[src/rtl/pll_reset_pkg.sv]
// Shared types and sizing helpers for the PLL reset sequencer.
package pll_reset_pkg;

  // Sequencer states; the top keeps legacy-style 3-bit constants derived from these.
  typedef enum logic [2:0] {
    ST_RESET     = 3'd0,
    ST_WAIT_LOCK = 3'd1,
    ST_STABLE    = 3'd2,
    ST_RUN       = 3'd3,
    ST_FAIL      = 3'd4
  } pll_rst_state_t;

  // Width of the shared cycle counter. It only ever has to hold (limit - 1)
  // for the largest limit, so $clog2 of the largest value is enough.
  function automatic int cnt_width(input int a, input int b, input int c, input int d);
    int m;
    m = a;
    if (b > m) m = b;
    if (c > m) m = c;
    if (d > m) m = d;
    return (m < 2) ? 1 : $clog2(m);
  endfunction

endpackage

[src/rtl/sync_2ff.sv]
// Generic two-flop synchronizer with synchronous active-low reset.
// Also used for button and DIP-switch inputs in other cores.
module sync_2ff
  import pll_reset_pkg::*;
#(
  parameter int WIDTH = 1
) (
  input  logic             clk,
  input  logic             rst_n,
  input  logic [WIDTH-1:0] d,
  output logic [WIDTH-1:0] q
);

  logic [WIDTH-1:0] meta;

  // Two back-to-back flops; both clear to 0 on reset.
  always_ff @(posedge clk) begin
    if (!rst_n) begin
      meta <= '0;
      q    <= '0;
    end else begin
      meta <= d;
      q    <= meta;
    end
  end

endmodule

[src/rtl/pll_reset_ctrl.sv]
// PLL bring-up and reset sequencer on the reference clock.
// Pulses the PLL reset, waits for a synchronized lock that stays high for
// STABLE_CYCLES, then releases the core reset. A lock loss in RUN restarts
// the whole sequence.
// Optional feature macro: PLL_RESET_CTRL_RETRY_EN adds a WAIT_LOCK timeout
// with a retry counter and a terminal FAIL state. Without it WAIT_LOCK waits
// forever and fail/retry_cnt are tied to 0.
// dbg_state exposes the current state encoding for checkers.
module pll_reset_ctrl
  import pll_reset_pkg::*;
#(
  parameter int RST_PULSE_CYCLES    = 10,
  parameter int LOCK_TIMEOUT_CYCLES = 50000,
  parameter int STABLE_CYCLES       = 1024,
  parameter int MAX_RETRIES         = 7
) (
  input  logic       refclk,
  input  logic       rst_n,
  input  logic       pll_locked,
  output logic       pll_rst,
  output logic       core_rst_n,
  output logic       ready,
  output logic       fail,
  output logic [2:0] retry_cnt,
  output logic [2:0] dbg_state
);

  localparam int CW = cnt_width(RST_PULSE_CYCLES, LOCK_TIMEOUT_CYCLES,
                                STABLE_CYCLES, MAX_RETRIES);

  localparam logic [2:0] S_RESET     = ST_RESET;
  localparam logic [2:0] S_WAIT_LOCK = ST_WAIT_LOCK;
  localparam logic [2:0] S_STABLE    = ST_STABLE;
  localparam logic [2:0] S_RUN       = ST_RUN;
  localparam logic [2:0] S_FAIL      = ST_FAIL;

  // "Counter reaches N" means the N-th counted cycle, i.e. count value N-1.
  localparam logic [CW-1:0] PULSE_LAST  = CW'(RST_PULSE_CYCLES - 1);
  localparam logic [CW-1:0] STABLE_LAST = CW'(STABLE_CYCLES - 1);

  logic [2:0]    state;
  logic [2:0]    state_nx;
  logic [CW-1:0] cnt;
  logic          cnt_en;
  logic          lock_s;

`ifdef PLL_RESET_CTRL_RETRY_EN
  localparam logic [CW-1:0] TIMEOUT_LAST = CW'(LOCK_TIMEOUT_CYCLES - 1);
  localparam logic [2:0]    RETRY_LIMIT  = 3'(MAX_RETRIES);
  logic [2:0] retry_nx;
`endif

  sync_2ff #(.WIDTH(1)) u_lock_sync (
    .clk   (refclk),
    .rst_n (rst_n),
    .d     (pll_locked),
    .q     (lock_s)
  );

  // Next-state decision; a lock drop always takes priority over completion.
  always_comb begin
    state_nx = state;
    cnt_en   = 1'b0;
`ifdef PLL_RESET_CTRL_RETRY_EN
    retry_nx = retry_cnt;
`endif
    case (state)
      S_RESET: begin
        cnt_en = 1'b1;
        if (cnt == PULSE_LAST) state_nx = S_WAIT_LOCK;
      end
      S_WAIT_LOCK: begin
        if (lock_s) begin
          state_nx = S_STABLE;
        end
`ifdef PLL_RESET_CTRL_RETRY_EN
        else begin
          cnt_en = 1'b1;
          if (cnt == TIMEOUT_LAST) begin
            retry_nx = (retry_cnt == 3'd7) ? 3'd7 : retry_cnt + 3'd1;
            state_nx = (retry_nx >= RETRY_LIMIT) ? S_FAIL : S_RESET;
          end
        end
`endif
      end
      S_STABLE: begin
        cnt_en = 1'b1;
        if (!lock_s)                 state_nx = S_WAIT_LOCK;
        else if (cnt == STABLE_LAST) state_nx = S_RUN;
      end
      S_RUN: begin
        if (!lock_s) state_nx = S_RESET;
      end
      S_FAIL: begin
        state_nx = S_FAIL;
      end
      default: begin
        state_nx = S_RESET;
      end
    endcase
  end

  // State, shared counter and registered outputs decoded from the next state.
  always_ff @(posedge refclk) begin
    if (!rst_n) begin
      state      <= S_RESET;
      cnt        <= '0;
      pll_rst    <= 1'b1;
      core_rst_n <= 1'b0;
      ready      <= 1'b0;
    end else begin
      state <= state_nx;
      if (state_nx != state) cnt <= '0;
      else if (cnt_en)       cnt <= cnt + 1'b1;
      pll_rst    <= (state_nx == S_RESET) || (state_nx == S_FAIL);
      core_rst_n <= (state_nx == S_RUN);
      ready      <= (state_nx == S_RUN);
    end
  end

`ifdef PLL_RESET_CTRL_RETRY_EN
  // Retry counter and fail flag; cleared only by rst_n.
  always_ff @(posedge refclk) begin
    if (!rst_n) begin
      retry_cnt <= 3'd0;
      fail      <= 1'b0;
    end else begin
      retry_cnt <= retry_nx;
      fail      <= (state_nx == S_FAIL);
    end
  end
`else
  assign retry_cnt = 3'd0;
  assign fail      = 1'b0;
`endif

  assign dbg_state = state;

endmodule

[config.mk]
export PLATFORM = sky130hd
export DESIGN_NAME = pll_reset_ctrl
export DESIGN_NICKNAME = d
export VERILOG_FILES = /design/src/rtl/pll_reset_pkg.sv /design/src/rtl/sync_2ff.sv /design/src/rtl/pll_reset_ctrl.sv
export SDC_FILE = /design/constraint.sdc
export NUM_CORES = 1
export LEC_CHECK = 0
export ABC_AREA = 1
export CAP_MARGIN = 20
export CORE_MARGIN = 4
export CORE_UTILIZATION = 52
export CTS_BUF_LIST = sky130_fd_sc_hd__clkbuf_8
export CTS_CLUSTER_SIZE = 25
export DETAILED_ROUTE_END_ITERATION = 10
export MAX_ROUTING_LAYER = met4
export PLACE_DENSITY = 0.77
export SYNTH_ARGS = -nofsm -noshare
export SYNTH_HDL_FRONTEND = slang
export SYNTH_SLANG_ARGS = --single-unit
export TNS_END_PERCENT = 100
[constraint.sdc]
create_clock -name refclk -period 1.5 [get_ports refclk]
set_input_delay 0.3 -clock refclk [delete_from_list [all_inputs] [get_ports refclk]]
set_output_delay 0.3 -clock refclk [all_outputs]
set_load 0.03 [all_outputs]
==> impl_metrics.py, run 1 <==
metrics = {
    "run_status": {
        "outcome": "finished clean",
    },
    "worst_setup_path": {
        "required_ps": 1660,
        "cp-end-kind": "flop",
        "cp-start-kind": "flop",
        "cp_max_fo": 4,
        "arrival_ps": 1540,
        "ff2ff_path_depth": 8,
        "critPathKind": "reg2reg",
    },
    "global_routing": {
        "grt.total_usage_pct": 16.86,
        "grt_pass1_wl_um": 4367,
        "grt-ovfl-total": 0,
        "grt_max_degree": 17,
        "antenna_found_initial": 0,
        "grt_pass1_vias": 1102,
    },
    "layout": {
        "finish.utilization_pct": 61.88,
        "fin_area_um2": 1395,
        "antenna_cells": 0,
        "final.fill_count": 234,
        "fin_nets": 197,
        "area_growth_pct": 11.50,
        "drive_gt1_share_pct": 13.09,
    },
    "logic_synthesis": {
        "synth_top_area_share_pct": 36.80,
        "synth_warnings": 0,
        "synth_top_cells_by_area": "dfxtp_1, nor2_1, nand2_1",
        "syn_inst": 180,
        "yosysUniqueCellTypes": 24,
        "synth_area_leader_cell": "dfxtp_1",
        "synth_edf_count": 0,
        "netlist_area_um2": 1251,
        "yosysMostFrequentCell": "nor2_1",
        "async_flop_share_pct": 0,
        "ys_seq_area_share_pct": 36.80,
        "ys.flop_type": "dfxtp_1",
        "avgSynthCellArea_um2": 6.951,
        "ys_ff_latch": 23,
        "synth_commonest_cells": "nor2_1, nand2_1, dfxtp_1, inv_1, nand3_1",
    },
    "place": {
        "gp_congestion": 0.8842,
        "port_buffers": 8,
        "post_dp_cell_area_um2": 1340,
        "hpwl_um": 1839,
    },
    "floorplan": {
        "die_area_um2": 3255,
        "ios": 13,
        "start_util_pct": 55.49,
        "core_um2": 2255,
        "die_w_um": 57.05,
        "num_rows": 17,
        "dieHeight_um": 57.05,
    },
    "cts": {
        "cts_hold_buf": 0,
        "root_buffer": "clkbuf_8",
        "post_cts_buffers": 0,
        "clockBufferDepth": 2,
        "cts_tree": "built",
        "cts_made_buffers": 3,
        "cts.clk_slew.worst_paths_ps": 80,
        "cts.sinks": 23,
        "htreeDepth": 1,
        "clock_latency_ps": 260,
    },
    "drt": {
        "ant_nets": 0,
        "routed_wl_um": 2389,
        "vias": 1101,
        "detail_route.iter0.violations": 24,
        "drt_first_pass_iters": 4,
        "drt-vias-per-instance": 5.027,
        "drc_errors": 0,
        "wl_per_cell_um": 10.91,
    },
    "timing": {
        "finalCritPeriodShare_pct": 92.14,
        "period_minus_slack_ps": 1382,
        "fmax_mhz": 723.5,
        "finalMaxSlewViolations": 0,
        "setup_viol": 0,
        "skew_ps": 1.423,
        "hold_viol": 0,
        "fin_tns_setup_ps": 0,
    },
    "power_and_ir_drop": {
        "p_leak_nw": 0.5871,
        "p_sw_share_pct": 22.43,
        "clkPwrFrac_pct": 34.0,
        "p_sw_uw": 240.0,
        "intPower_uw": 830.2,
        "power.density_nw_per_um2": 767.1,
        "peakVddDrop_uv": 608.6,
        "combPwrFrac_pct": 6.9,
        "seq_power_share_pct": 59.1,
    },
    "hold_path": {
        "worstHoldPathCells": 2,
        "hold_path.class": "reg2reg",
    },
    "job": {
        "maxCapViolCount": 0,
    },
}
## routing by layer
layer  GRT usage [%]  part of all wire [%]  vias up
met3           2.036                   5.1        5
met1           19.17                    43      502
met2           29.85                    51       31
met4           6.623                   1.5        0
met5               -                     0        -
li1                -                     -      563
## logic make-up (layout without fill, tap and decap cells)
logic type      count (synthesis)  after routing  share of synthesized area [%]
other cells                     1              4                         0.2997
fa+ha+maj                       2              2                          2.000
flops                          23             23                          36.80
buf+inv                        28             36                          10.80
xor+xnor                       11             11                          7.701
simple gates                  105            105                          38.40
compound gates                 10             10                          4.000
## final timing paths
path / slack (ps) / endpoint / start
max: 120 / cnt[14] / cnt[1]
min: 430 / u_lock_sync.q / u_lock_sync.meta
max reg2reg: 120 / cnt[14] / cnt[1]
min reg2reg: 430 / u_lock_sync.q / u_lock_sync.meta
## flip-flops by register name, summed over array words and instances, names as in the netlist
signal and flops:
u_lock_sync.q 1, dbg_state 3, cnt 16, pll_rst 1
ready 1, u_lock_sync.meta 1
## critical path, stage by stage (launching register included)
cell,delay (ps)
dfxtp_2,360
ha_2,210
nand3_2,90
nor2_4,140
nand2_2,90
nor2_4,110
nand2_1,80
xor2_1,140
nor2_1,50
## cell type report
| class | instances | area, um2 | area share, % |
|---|---|---|---|
| multi-input combinational | 132 | 680.7 | 48.79 |
| sequential | 23 | 464.2 | 33.27 |
| timing repair buffer | 10 | 87.58 | 6.278 |
| inverter | 22 | 82.58 | 5.919 |
| clock buffer | 3 | 41.29 | 2.960 |
| tap | 28 | 35.03 | 2.511 |
| clock inverter | 1 | 3.754 | 0.2691 |
## stage by stage
| step | total power, mW | instances | setup WS (ps) | hold slack [ps] |
|---|---|---|---|---|
| after floorplan | 0.7089 | 183 | 22.04 | 390.0 |
| after global placement | 0.7135 | 215 | 71.12 | 405.0 |
| after detailed placement | 0.7162 | 215 | 12.78 | 412.1 |
| after CTS | 1.075 | 219 | 51.21 | 429.3 |
| after global routing | 1.121 | 219 | -7.659 | 453.5 |
| final | 1.070 | 219 | 117.8 | 428.1 |
## placed cells by master (no fill, tap or decap)
cell type	synthesis	routed
clkdlybuf4s50_1	0	2
nand4_1	4	4
a21oi_1	8	8
ha_1	2	1
buf_4	5	2
dfxtp_2	0	3
nand3_2	1	1
clkinv_1	1	1
xor2_1	8	8
clkbuf_8	0	3
nor3_1	1	1
inv_2	1	1
o21ai_1	2	2
ha_2	0	1
nand2_4	2	1
dfxtp_1	23	20
conb_1	1	4
xnor2_1	3	3
nor2_4	2	2
inv_1	20	21
nor2_2	3	4
nand2_1	34	34
nand2_2	4	4
nor2_1	42	41
nand3_1	10	10
dlygate4sd2_1	0	6
nor3_2	1	1
or2_2	1	1
nand2_8	0	1
## what timing repair did
item / 4_1_cts / 5_1_grt
endpoints found under the hold margin: 0 / 0
resized for setup: 6 / 6
setup endpoints to repair: 6 / 16
pin swaps: 0 / 0
## power by group through the flow
stage	clock (mW)	combinational [mW]	sequential, mW
floorplan	0	0.0635	0.645
global placement	0	0.0686	0.645
detailed placement	0	0.0706	0.646
CTS	0.374	0.0708	0.631
global route	0.403	0.0829	0.635
finish	0.364	0.0736	0.633
No activity file was read; power rests on OpenSTA's default activity.
==> run 2: changes to the inputs <==
- CORE_ASPECT_RATIO: unset -> 1.75
==> impl_metrics.py, run 2 (synthesized netlist as in run 1, its figures left out) <==
metrics = {
    "run_status": {
        "outcome": "finished clean",
    },
    "global_routing": {
        "grt.total_usage_pct": 19.97,
        "grtUsageMet1_pct": 15.80,
        "antenna_found_initial": 0,
        "grt_pass1_vias": 1164,
        "grt-ovfl-total": 0,
        "grt_max_degree": 17,
        "grt_pass1_wl_um": 4609,
        "top_usage_layer": "met2",
        "met2_usage_pct": 38.33,
        "grt_util_met3_pct": 3.210,
    },
    "floorplan": {
        "core_um2": 2302,
        "die_area_um2": 3286,
        "ios": 13,
        "die_w_um": 45.08,
        "num_rows": 23,
        "start_util_pct": 54.35,
        "dieHeight_um": 72.89,
    },
    "cts": {
        "clockBufferDepth": 2,
        "cts.sinks": 23,
        "htreeDepth": 1,
        "cts_tree": "built",
        "cts_hold_buf": 0,
        "root_buffer": "clkbuf_8",
        "clock_latency_ps": 270,
        "cts.clk_slew.worst_paths_ps": 80,
        "ctsResizeCount": 7,
        "cts_made_buffers": 3,
        "post_cts_buffers": 0,
    },
    "power_and_ir_drop": {
        "p_total_mw": 1.099,
        "power.density_nw_per_um2": 788.5,
        "p_leak_nw": 0.5860,
        "peakVddDrop_uv": 628.6,
    },
    "place": {
        "post_dp_cell_area_um2": 1336,
        "gp_congestion": 0.8843,
        "hpwl_um": 2195,
        "port_buffers": 8,
    },
    "hold_path": {
        "hold_path.class": "reg2reg",
    },
    "worst_setup_path": {
        "cp-end-kind": "flop",
        "critPathKind": "reg2reg",
        "cp-start-kind": "flop",
        "arrival_ps": 1590,
        "required_ps": 1670,
        "cp_max_fo": 16,
    },
    "job": {
        "maxCapViolCount": 0,
    },
    "drt": {
        "detail_route.iter0.violations": 49,
        "ant_nets": 0,
        "wl_per_cell_um": 13.39,
        "routed_wl_um": 2892,
        "drt-vias-per-instance": 5.259,
        "vias": 1136,
        "drt_first_pass_iters": 4,
        "drc_errors": 0,
    },
    "layout": {
        "area_growth_pct": 11.40,
        "fin_nets": 197,
        "final_cell_mix": "nor2_1, nand2_1, inv_1, dfxtp_1, nand3_1",
        "largest_reg_flops": 16,
        "layout_commonest_cell": "nor2_1",
        "fin_area_um2": 1394,
        "top_register": "cnt",
        "antenna_cells": 0,
        "drive_gt1_share_pct": 13.61,
    },
    "timing": {
        "setup_viol": 0,
        "finalCritPeriodShare_pct": 94.68,
        "skew_ps": 1.987,
        "hold_viol": 0,
        "fmax_mhz": 704.1,
        "period_minus_slack_ps": 1420,
        "finalMaxSlewViolations": 0,
    },
}
==> run 2: changes by cell type in the layout (fill, tap and decap cells not counted), sizes merged <==
cell	delta
clkinv	+1
inv	-1
==> run 2: final cells by class <==
cell class,instances,area [um2]
clock inverters,1,5.005
flip-flops and latches,23,464.2
repair buffers,10,87.58
fillers,220,908.4
inverters,22,82.58
multi-input cells,132,681.9
well taps,25,31.28
clock buffers,3,41.29
==> run 2: worst paths after layout <==
path	start	to	slack, ps	cells after the start
hold / removal	u_lock_sync.meta	u_lock_sync.q	440	2
setup reg to reg	cnt[0]	cnt[12]	80	8
hold reg to reg	u_lock_sync.meta	u_lock_sync.q	440	2
setup / recovery	cnt[0]	cnt[12]	80	8
==> run 2: critical path, stage by stage, from the launching register on <==
cell	delay, ps
dfxtp_2	370
ha_2	220
nand3_1	90
nor2_1	110
nand3_1	120
nand3_1	110
nand2_2	90
nand2_8	130
nor2_1	60
==> run 2: through the flow <==
| stage | hold WS [ps] | TNS [ps] | utilization, % | instances | setup slack, ps |
|---|---|---|---|---|---|
| 2_1_floorplan | 390.0 | 0 | - | 183 | 22.04 |
| 3_3_place_gp | 422.8 | 0 | 58.04 | 212 | 53.28 |
| 3_5_place_dp | 416.5 | -18.65 | 58.04 | 212 | -11.05 |
| 4_1_cts | 440.6 | 0 | 59.84 | 216 | 10.99 |
| 5_1_grt | 460.5 | -267.7 | 60.54 | 216 | -31.78 |
| 6_report | 437.7 | 0 | 60.54 | 216 | 79.76 |
==> run 2: power by group <==
part | switching (mW) | total (mW) | internal, mW
Combinational | 0.0515 | 0.0793 | 0.0278
Sequential | 0.0127 | 0.634 | 0.622
Clock | 0.200 | 0.386 | 0.186
Total | 0.264 | 1.10 | 0.835
==> run 2: per-layer routing <==
| layer | vias up | share of wire, % |
|---|---|---|
| li1 | 566 | - |
| met1 | 531 | 35 |
| met2 | 26 | 58 |
| met3 | 13 | 2.9 |
| met4 | 0 | 4.8 |
| met5 | - | 0 |
